--- config.mk ---
export PLATFORM = sky130hd
export DESIGN_NAME = mem_arbiter
export DESIGN_NICKNAME = d
export VERILOG_FILES = /design/src/rtl/mem_arbiter.sv
export SDC_FILE = /design/constraint.sdc
export NUM_CORES = 1
export LEC_CHECK = 0
export BUFFER_PORTS_ARGS = -buffer_cell sky130_fd_sc_hd__buf_2
export CAP_MARGIN = 20
export CORE_MARGIN = 8
export CORE_UTILIZATION = 46
export CTS_BUF_LIST = sky130_fd_sc_hd__clkbuf_8
export CTS_CLUSTER_DIAMETER = 60
export DETAILED_ROUTE_END_ITERATION = 8
export PLACE_DENSITY = 0.78
export SLEW_MARGIN = 25
export SYNTH_ARGS = -nofsm -noshare
export SYNTH_HDL_FRONTEND = slang
export SYNTH_SLANG_ARGS = --single-unit
--- constraint.sdc ---
create_clock -name clk -period 1.7 [get_ports clk]
set_input_delay 0.17 -clock clk [delete_from_list [all_inputs] [get_ports clk]]
set_output_delay 0.17 -clock clk [all_outputs]
set_load 0.05 [all_outputs]
--- src/rtl/mem_arbiter.sv ---
// Two-port round-robin arbiter in front of a single-port synchronous memory.
// Port 0 is the core, port 1 the loader/debug port. Each access walks
// IDLE -> ISSUE -> DONE, so a request granted at one edge is acknowledged
// two cycles later and back-to-back accesses take three cycles each.
module mem_arbiter #(
    parameter int WIDTH = 8
) (
    input  logic             clk,
    input  logic             reset,
    input  logic             req0,
    input  logic             we0,
    input  logic [WIDTH-1:0] adr0,
    input  logic [WIDTH-1:0] wdata0,
    output logic             ack0,
    input  logic             req1,
    input  logic             we1,
    input  logic [WIDTH-1:0] adr1,
    input  logic [WIDTH-1:0] wdata1,
    output logic             ack1,
    output logic [WIDTH-1:0] rdata,
    output logic             mem_en,
    output logic             mem_we,
    output logic [WIDTH-1:0] mem_adr,
    output logic [WIDTH-1:0] mem_wdata,
    input  logic [WIDTH-1:0] mem_rdata
);

    typedef enum logic [1:0] {
        IDLE  = 2'd0,
        ISSUE = 2'd1,
        DONE  = 2'd2
    } state_t;

    state_t             state_q, state_d;
    logic               last_grant_q, last_grant_d;
    logic               gsel_q, gsel_d;
    logic               rd_q, rd_d;
    logic [1:0]         ack_q, ack_d;
    logic               mem_en_q, mem_en_d;
    logic               mem_we_q, mem_we_d;
    logic [WIDTH-1:0]   mem_adr_q, mem_adr_d;
    logic [WIDTH-1:0]   mem_wdata_q, mem_wdata_d;
    logic [WIDTH-1:0]   rdata_q, rdata_d;
    logic               grant;

    // Next-state and next-output logic for the access sequencer.
    always_comb begin
        state_d      = state_q;
        last_grant_d = last_grant_q;
        gsel_d       = gsel_q;
        rd_d         = rd_q;
        ack_d        = 2'b00;
        mem_en_d     = mem_en_q;
        mem_we_d     = mem_we_q;
        mem_adr_d    = mem_adr_q;
        mem_wdata_d  = mem_wdata_q;
        rdata_d      = rdata_q;
        // On a tie the port that did not win last time goes next.
        grant        = (req0 && req1) ? ~last_grant_q : req1;

        case (state_q)
            IDLE: begin
                mem_en_d = 1'b0;
                mem_we_d = 1'b0;
                if (req0 || req1) begin
                    gsel_d       = grant;
                    last_grant_d = grant;
                    mem_en_d     = 1'b1;
                    mem_we_d     = grant ? we1 : we0;
                    mem_adr_d    = grant ? adr1 : adr0;
                    mem_wdata_d  = grant ? wdata1 : wdata0;
                    rd_d         = ~(grant ? we1 : we0);
                    state_d      = ISSUE;
                end
            end
            ISSUE: begin
                // The memory samples the command at the edge leaving ISSUE.
                mem_en_d      = 1'b0;
                mem_we_d      = 1'b0;
                ack_d[gsel_q] = 1'b1;
                state_d       = DONE;
            end
            DONE: begin
                // Hold the read word so it persists after the ack cycle.
                if (rd_q) begin
                    rdata_d = mem_rdata;
                end
                state_d = IDLE;
            end
            default: begin
                mem_en_d = 1'b0;
                mem_we_d = 1'b0;
                state_d  = IDLE;
            end
        endcase
    end

    // State and output registers with synchronous reset.
    always_ff @(posedge clk) begin
        if (reset) begin
            state_q      <= IDLE;
            last_grant_q <= 1'b1;
            gsel_q       <= 1'b0;
            rd_q         <= 1'b0;
            ack_q        <= 2'b00;
            mem_en_q     <= 1'b0;
            mem_we_q     <= 1'b0;
            mem_adr_q    <= '0;
            mem_wdata_q  <= '0;
            rdata_q      <= '0;
        end else begin
            state_q      <= state_d;
            last_grant_q <= last_grant_d;
            gsel_q       <= gsel_d;
            rd_q         <= rd_d;
            ack_q        <= ack_d;
            mem_en_q     <= mem_en_d;
            mem_we_q     <= mem_we_d;
            mem_adr_q    <= mem_adr_d;
            mem_wdata_q  <= mem_wdata_d;
            rdata_q      <= rdata_d;
        end
    end

    assign ack0      = ack_q[0];
    assign ack1      = ack_q[1];
    assign mem_en    = mem_en_q;
    assign mem_we    = mem_we_q;
    assign mem_adr   = mem_adr_q;
    assign mem_wdata = mem_wdata_q;
    // mem_rdata is the memory's output register, so forwarding it during
    // DONE keeps rdata register-driven while making it valid with the ack.
    assign rdata     = (state_q == DONE && rd_q) ? mem_rdata : rdata_q;

endmodule

==> flow_metrics.py, run 1 <==
metrics = {
    "synthesis": {
        "netlist_area_sq_mm": 0.001453,
        "yosys_warnings": 0,
        "syn-num-nets": 192,
        "synth.top_cell.area_share": 0.4548,
        "syn_avg_cell_area_sq_um": 9.950,
        "synth.distinct_cells": 28,
        "seq_area_frac_synth": 0.4548,
        "synthTopCellsByArea": "dfxtp_1 45%, a311oi_2 9.3%, nand2_1 9.3%",
        "ys_ff_latch": 33,
        "synth_cells": 146,
        "synth_top_cell_by_area": "dfxtp_1",
    },
    "power": {
        "p_leak_nw": 0.9472,
        "p_per_area_mw_per_mm2": 987.3,
        "ir_drop_uv": 614.7,
        "power.total_mw": 1.920,
    },
    "die": {
        "core_area_sq_mm": 0.003028,
        "die_h_um": 72.20,
        "die_area_sq_mm": 0.005212,
        "die_width_um": 72.20,
        "num_io_pins": 74,
        "num_rows": 20,
        "initial_core_util": 0.4798,
    },
    "drt": {
        "drt_wl_total_um": 3342,
        "drc": 0,
        "dr.pass1.iters": 4,
        "wl_per_cell_um": 12.56,
        "via_per_inst": 4.669,
        "drt_iter0_markers": 38,
        "vias": 1242,
        "ant_nets": 0,
        "wl_met2_um": 1416,
        "dr.max_layer_used": "met4",
        "wl_met3_um": 494,
        "wl_met1_um": 1375,
    },
    "sta": {
        "slew_headroom": 0.6347,
        "max_freq_ghz": 0.6105,
        "skew_ps": 5.594,
        "post-route-period-util": 0.9636,
        "period_needed_ps": 1638,
        "final_max_slew_viol_count": 0,
        "tightest_slew_ps": 542.3,
        "hold_viol_final": 0,
        "tns_ps": 0,
        "timing.final.ws_setup_ps": 61.93,
        "rsz0062_at_grt": "no",
        "setup_viol": 0,
    },
    "final_layout": {
        "diodes": 0,
        "fill_cells": 273,
        "final_cells": 266,
        "mostFrequentLayoutCells": "66 x buf_2, 36 x nand2_1, 31 x dfxtp_1",
        "drive_gt1_frac": 0.5000,
        "nets": 267,
        "stdcell_area_sq_mm": 0.001944,
        "syn_to_final_growth_pct": 33.85,
        "final_common_cell": "buf_2",
    },
    "critical_path": {
        "start_kind": "register",
        "worstPathArrival_ps": 1470,
        "worstSetupPathType": "register to output pin",
        "critPathMaxFanout": 8,
        "cp-end-kind": "output pin",
        "cp.required_ps": 1530,
    },
    "global_route": {
        "grt_pass1_vias": 1283,
        "grt_max_degree": 34,
        "antenna_found_initial": 0,
        "grtUsageTotal": 0.1342,
        "overflow": 0,
        "grt_pass1_wl_um": 5609,
    },
    "worst_hold_path": {
        "min_path_type": "primary input to register",
    },
    "placement": {
        "place_congestion": 0.7173,
        "portBuffers": 73,
        "placedCellCount": 257,
        "dp_hpwl_um": 2579,
        "dpl_cell_area_sq_mm": 0.001834,
        "place_ws_ps": 279.4,
    },
    "clock_network": {
        "cts_tree": "built",
        "clkTransAtPathRegs_ps": 60,
        "clkSinkCount": 33,
        "clockBufferDepth": 2,
        "numCtsBuffers": 5,
        "clkLatencyLatePin_ps": 270,
        "cts_hold_buf": 0,
        "htreeDepth": 2,
        "cts_root_buffer": "clkbuf_8",
    },
    "run_status": {
        "status": "finished, final reports clean",
    },
    "flow_run": {
        "maxCapViolations": 0,
    },
}
[final timing paths]
| path | from | to | slack (ps) | cells after the start |
|---|---|---|---|---|
| setup reg to reg | state_q[0] | mem_wdata[6] | 340 | 4 |
| hold / removal | wdata1[7] | mem_wdata[7] | 150 | 3 |
| setup / recovery | state_q[1] | rdata[5] | 60 | 4 |
| hold reg to reg | gsel_q | ack_q[0] | 430 | 1 |
[metal layers]
metal | vias up | global-route usage
met5 | - | 0
met4 | 0 | 0.07483
met3 | 4 | 0.07576
met2 | 58 | 0.2106
met1 | 527 | 0.1380
li1 | 653 | -
[power breakdown]
| group | total, mW | switching, mW | internal (mW) |
|---|---|---|---|
| combinational | 0.518 | 0.354 | 0.164 |
| sequential | 0.871 | 0.0342 | 0.837 |
| clock | 0.531 | 0.254 | 0.277 |
| total | 1.92 | 0.642 | 1.28 |
[cells in the mapped netlist]
| cell | number |
|---|---|
| and2_1 | 1 |
| buf_6 | 2 |
| nand2_2 | 1 |
| clkbuf_1 | 3 |
| mux2i_1 | 1 |
| o31ai_1 | 1 |
| a21oi_1 | 3 |
| o21ai_0 | 1 |
| dfxtp_1 | 33 |
| nand2_1 | 36 |
| a22oi_1 | 1 |
| nor2_1 | 18 |
| nand3b_1 | 1 |
| nand2_4 | 1 |
| a311oi_2 | 9 |
| or2_2 | 1 |
| o21a_4 | 1 |
| a311oi_1 | 7 |
| buf_4 | 2 |
| a31oi_1 | 1 |
| nor2b_1 | 7 |
| nor2b_4 | 3 |
| a21boi_4 | 1 |
| nor3b_1 | 1 |
| buf_2 | 1 |
| mux2_2 | 2 |
| mux2_4 | 6 |
| nor2_4 | 1 |
[critical path, stage by stage (launching register included)]
cell and delay [ps]:
dfxtp_2 360, nor2b_4 190, nand2_4 120, mux2_4 320, buf_4 190
[stage by stage]
stage                 util  hold WS (ps)
floorplan                -         234.3
global placement    0.6058         426.5
CTS                 0.6335         148.1
finish              0.6421         154.5
global route        0.6421         161.5
detailed placement  0.6058         433.1
[state kept, by name, summed over array words and instances, names as in the netlist]
name,count
last_grant_q,1
mem_wdata,8
state_q,2
rdata_q,8
mem_adr,8
rd_q,1
gsel_q,1
ack_q,2
mem_we,1
mem_en,1
[what timing repair did]
action | in CTS | in global routing
setup buffers | 0 | 1
gates resized for setup | 1 | 15
setup endpoints to repair | 8 | 8
[kinds of logic (layout without fill, tap and decap cells)]
| group | Yosys count | after routing | synth area share |
|---|---|---|---|
| and+or+nand+nor | 71 | 71 | 0.2369 |
| DFF | 33 | 33 | 0.4548 |
| AOI/OAI and AO/OA | 25 | 25 | 0.1869 |
| muxes | 9 | 9 | 0.08441 |
| buffers and inverters | 8 | 84 | 0.03703 |
[area by class of cell]
class	count	area, sq um	area share
Clock buffer	5	68.82	0.03539
Clock inverter	3	13.76	0.007079
Multi-Input combinational cell	105	738.2	0.3797
Sequential cell	33	663.1	0.3411
Tap cell	44	55.05	0.02831
Timing Repair Buffer	76	405.4	0.2085
Note: power is estimated with default switching activity, not from simulation.
==> run 2: changes to the inputs <==
--- a/config.mk
+++ b/config.mk
@@ -12,6 +12,7 @@
 export CTS_BUF_LIST = sky130_fd_sc_hd__clkbuf_8
 export CTS_CLUSTER_DIAMETER = 60
 export DETAILED_ROUTE_END_ITERATION = 8
+export MAX_ROUTING_LAYER = met4
 export PLACE_DENSITY = 0.78
 export SLEW_MARGIN = 25
 export SYNTH_ARGS = -nofsm -noshare
==> run 2 against run 1 <==
Via count rose by 0.24%. Global-route usage rose by 0.36 points. Final cell count did not move. Combinational power barely moved. Largest cell class unchanged.
==> flow_metrics.py, run 2 (synthesized netlist as in run 1, its figures left out) <==
metrics = {
    "run_status": {
        "status": "finished, final reports clean",
    },
    "die": {
        "num_rows": 20,
        "initial_core_util": 0.4798,
        "num_io_pins": 74,
        "die_h_um": 72.20,
        "die_area_sq_mm": 0.005212,
        "core_area_sq_mm": 0.003028,
        "die_width_um": 72.20,
    },
    "global_route": {
        "overflow": 0,
        "antenna_found_initial": 0,
        "grt_pass1_wl_um": 5609,
        "grtUsageTotal": 0.1378,
        "grt_pass1_vias": 1283,
        "grt_max_degree": 34,
    },
    "final_layout": {
        "final_cells": 266,
        "fill_cells": 273,
        "drive_gt1_frac": 0.5000,
        "syn_to_final_growth_pct": 33.85,
        "nets": 267,
        "final_common_cell": "buf_2",
        "regArea_sq_um": 663.1,
        "mostFrequentLayoutCells": "66 x buf_2, 36 x nand2_1, 31 x dfxtp_1",
        "multi_input_area_sq_um": 738.2,
        "diodes": 0,
    },
    "power": {
        "p_leak_nw": 0.9472,
        "ir_drop_uv": 614.4,
        "p_per_area_mw_per_mm2": 987.3,
    },
    "placement": {
        "dp_hpwl_um": 2579,
        "portBuffers": 73,
        "place_congestion": 0.7256,
        "placedCellCount": 257,
    },
    "sta": {
        "tns_ps": 0,
        "tightest_slew_ps": 542.3,
        "skew_ps": 5.594,
        "max_freq_ghz": 0.6105,
        "period_needed_ps": 1638,
        "final_max_slew_viol_count": 0,
        "slew_headroom": 0.6347,
        "hold_viol_final": 0,
        "post-route-period-util": 0.9636,
        "rsz0062_at_grt": "no",
        "setup_viol": 0,
    },
    "drt": {
        "drc": 0,
        "dr.pass1.iters": 4,
        "drt_iter0_markers": 39,
        "via_per_inst": 4.680,
        "vias": 1245,
        "drt_wl_total_um": 3348,
        "wl_per_cell_um": 12.59,
        "ant_nets": 0,
    },
    "clock_network": {
        "cts_hold_buf": 0,
        "cts_root_buffer": "clkbuf_8",
        "clkTransAtPathRegs_ps": 60,
        "clkLatencyLatePin_ps": 270,
        "clockBufferDepth": 2,
        "cts_tree": "built",
        "htreeDepth": 2,
        "clkSinkCount": 33,
        "numCtsBuffers": 5,
    },
    "flow_run": {
        "maxCapViolations": 0,
    },
    "critical_path": {
        "cp-end-kind": "output pin",
        "cp.required_ps": 1530,
        "critPathMaxFanout": 8,
        "worstPathArrival_ps": 1470,
        "start_kind": "register",
        "worstSetupPathType": "register to output pin",
    },
    "worst_hold_path": {
        "min_path_type": "primary input to register",
    },
}
[run 2: routing by layer]
layer	vias up	GRT usage	share of wire
met4	0	0.07483	0.017
met3	4	0.05372	0.12
met2	58	0.2106	0.42
met5	-	-	0
met1	530	0.1510	0.44
li1	653	-	-
[run 2: final cells by class]
type	count	area share
clock buffers	5	0.03539
clock inverters	3	0.007079
well taps	44	0.02831
repair buffers	76	0.2085
flip-flops and latches	33	0.3411
multi-input cells	105	0.3797
[run 2: final timing paths]
check	startpoint	endpoint	slack, ps	depth (start not counted)
max	state_q[1]	rdata[5]	60	4
min reg2reg	gsel_q	ack_q[0]	430	1
min	wdata1[7]	mem_wdata[7]	160	3
max reg2reg	state_q[0]	mem_wdata[6]	340	4
[run 2: metrics by stage]
step / hold WS, ps / area, sq um / total power, mW / setup slack, ps / utilization
3_5_place_dp: 433.1 / 1834 / 1.408 / 279.4 / 0.6058
5_1_grt: 161.6 / 1944 / 2.027 / 4.155 / 0.6421
3_3_place_gp: 426.5 / 1834 / 1.404 / 311.0 / 0.6058
4_1_cts: 148.1 / 1918 / 1.942 / 13.23 / 0.6335
2_1_floorplan: 234.3 / 1453 / 1.278 / 325.7 / -
6_report: 155.2 / 1944 / 1.920 / 61.93 / 0.6421
[run 2: worst max-delay path, stage by stage (launching register included)]
cell	delay [ps]
dfxtp_2	360
nor2b_4	190
nand2_4	120
mux2_4	320
buf_4	190
[run 2: report_power, final]
part	switching, mW	total [mW]	internal (mW)
combinational	0.354	0.518	0.164
clock	0.253	0.530	0.277
sequential	0.0343	0.871	0.837
total	0.642	1.92	1.28
[run 2: repair_timing]
| action | in CTS | in global routing |
|---|---|---|
| buffers inserted | 0 | 1 |
| endpoints found under the setup margin | 8 | 8 |
| gates resized for setup | 1 | 15 |
| pin swaps | 0 | 0 |
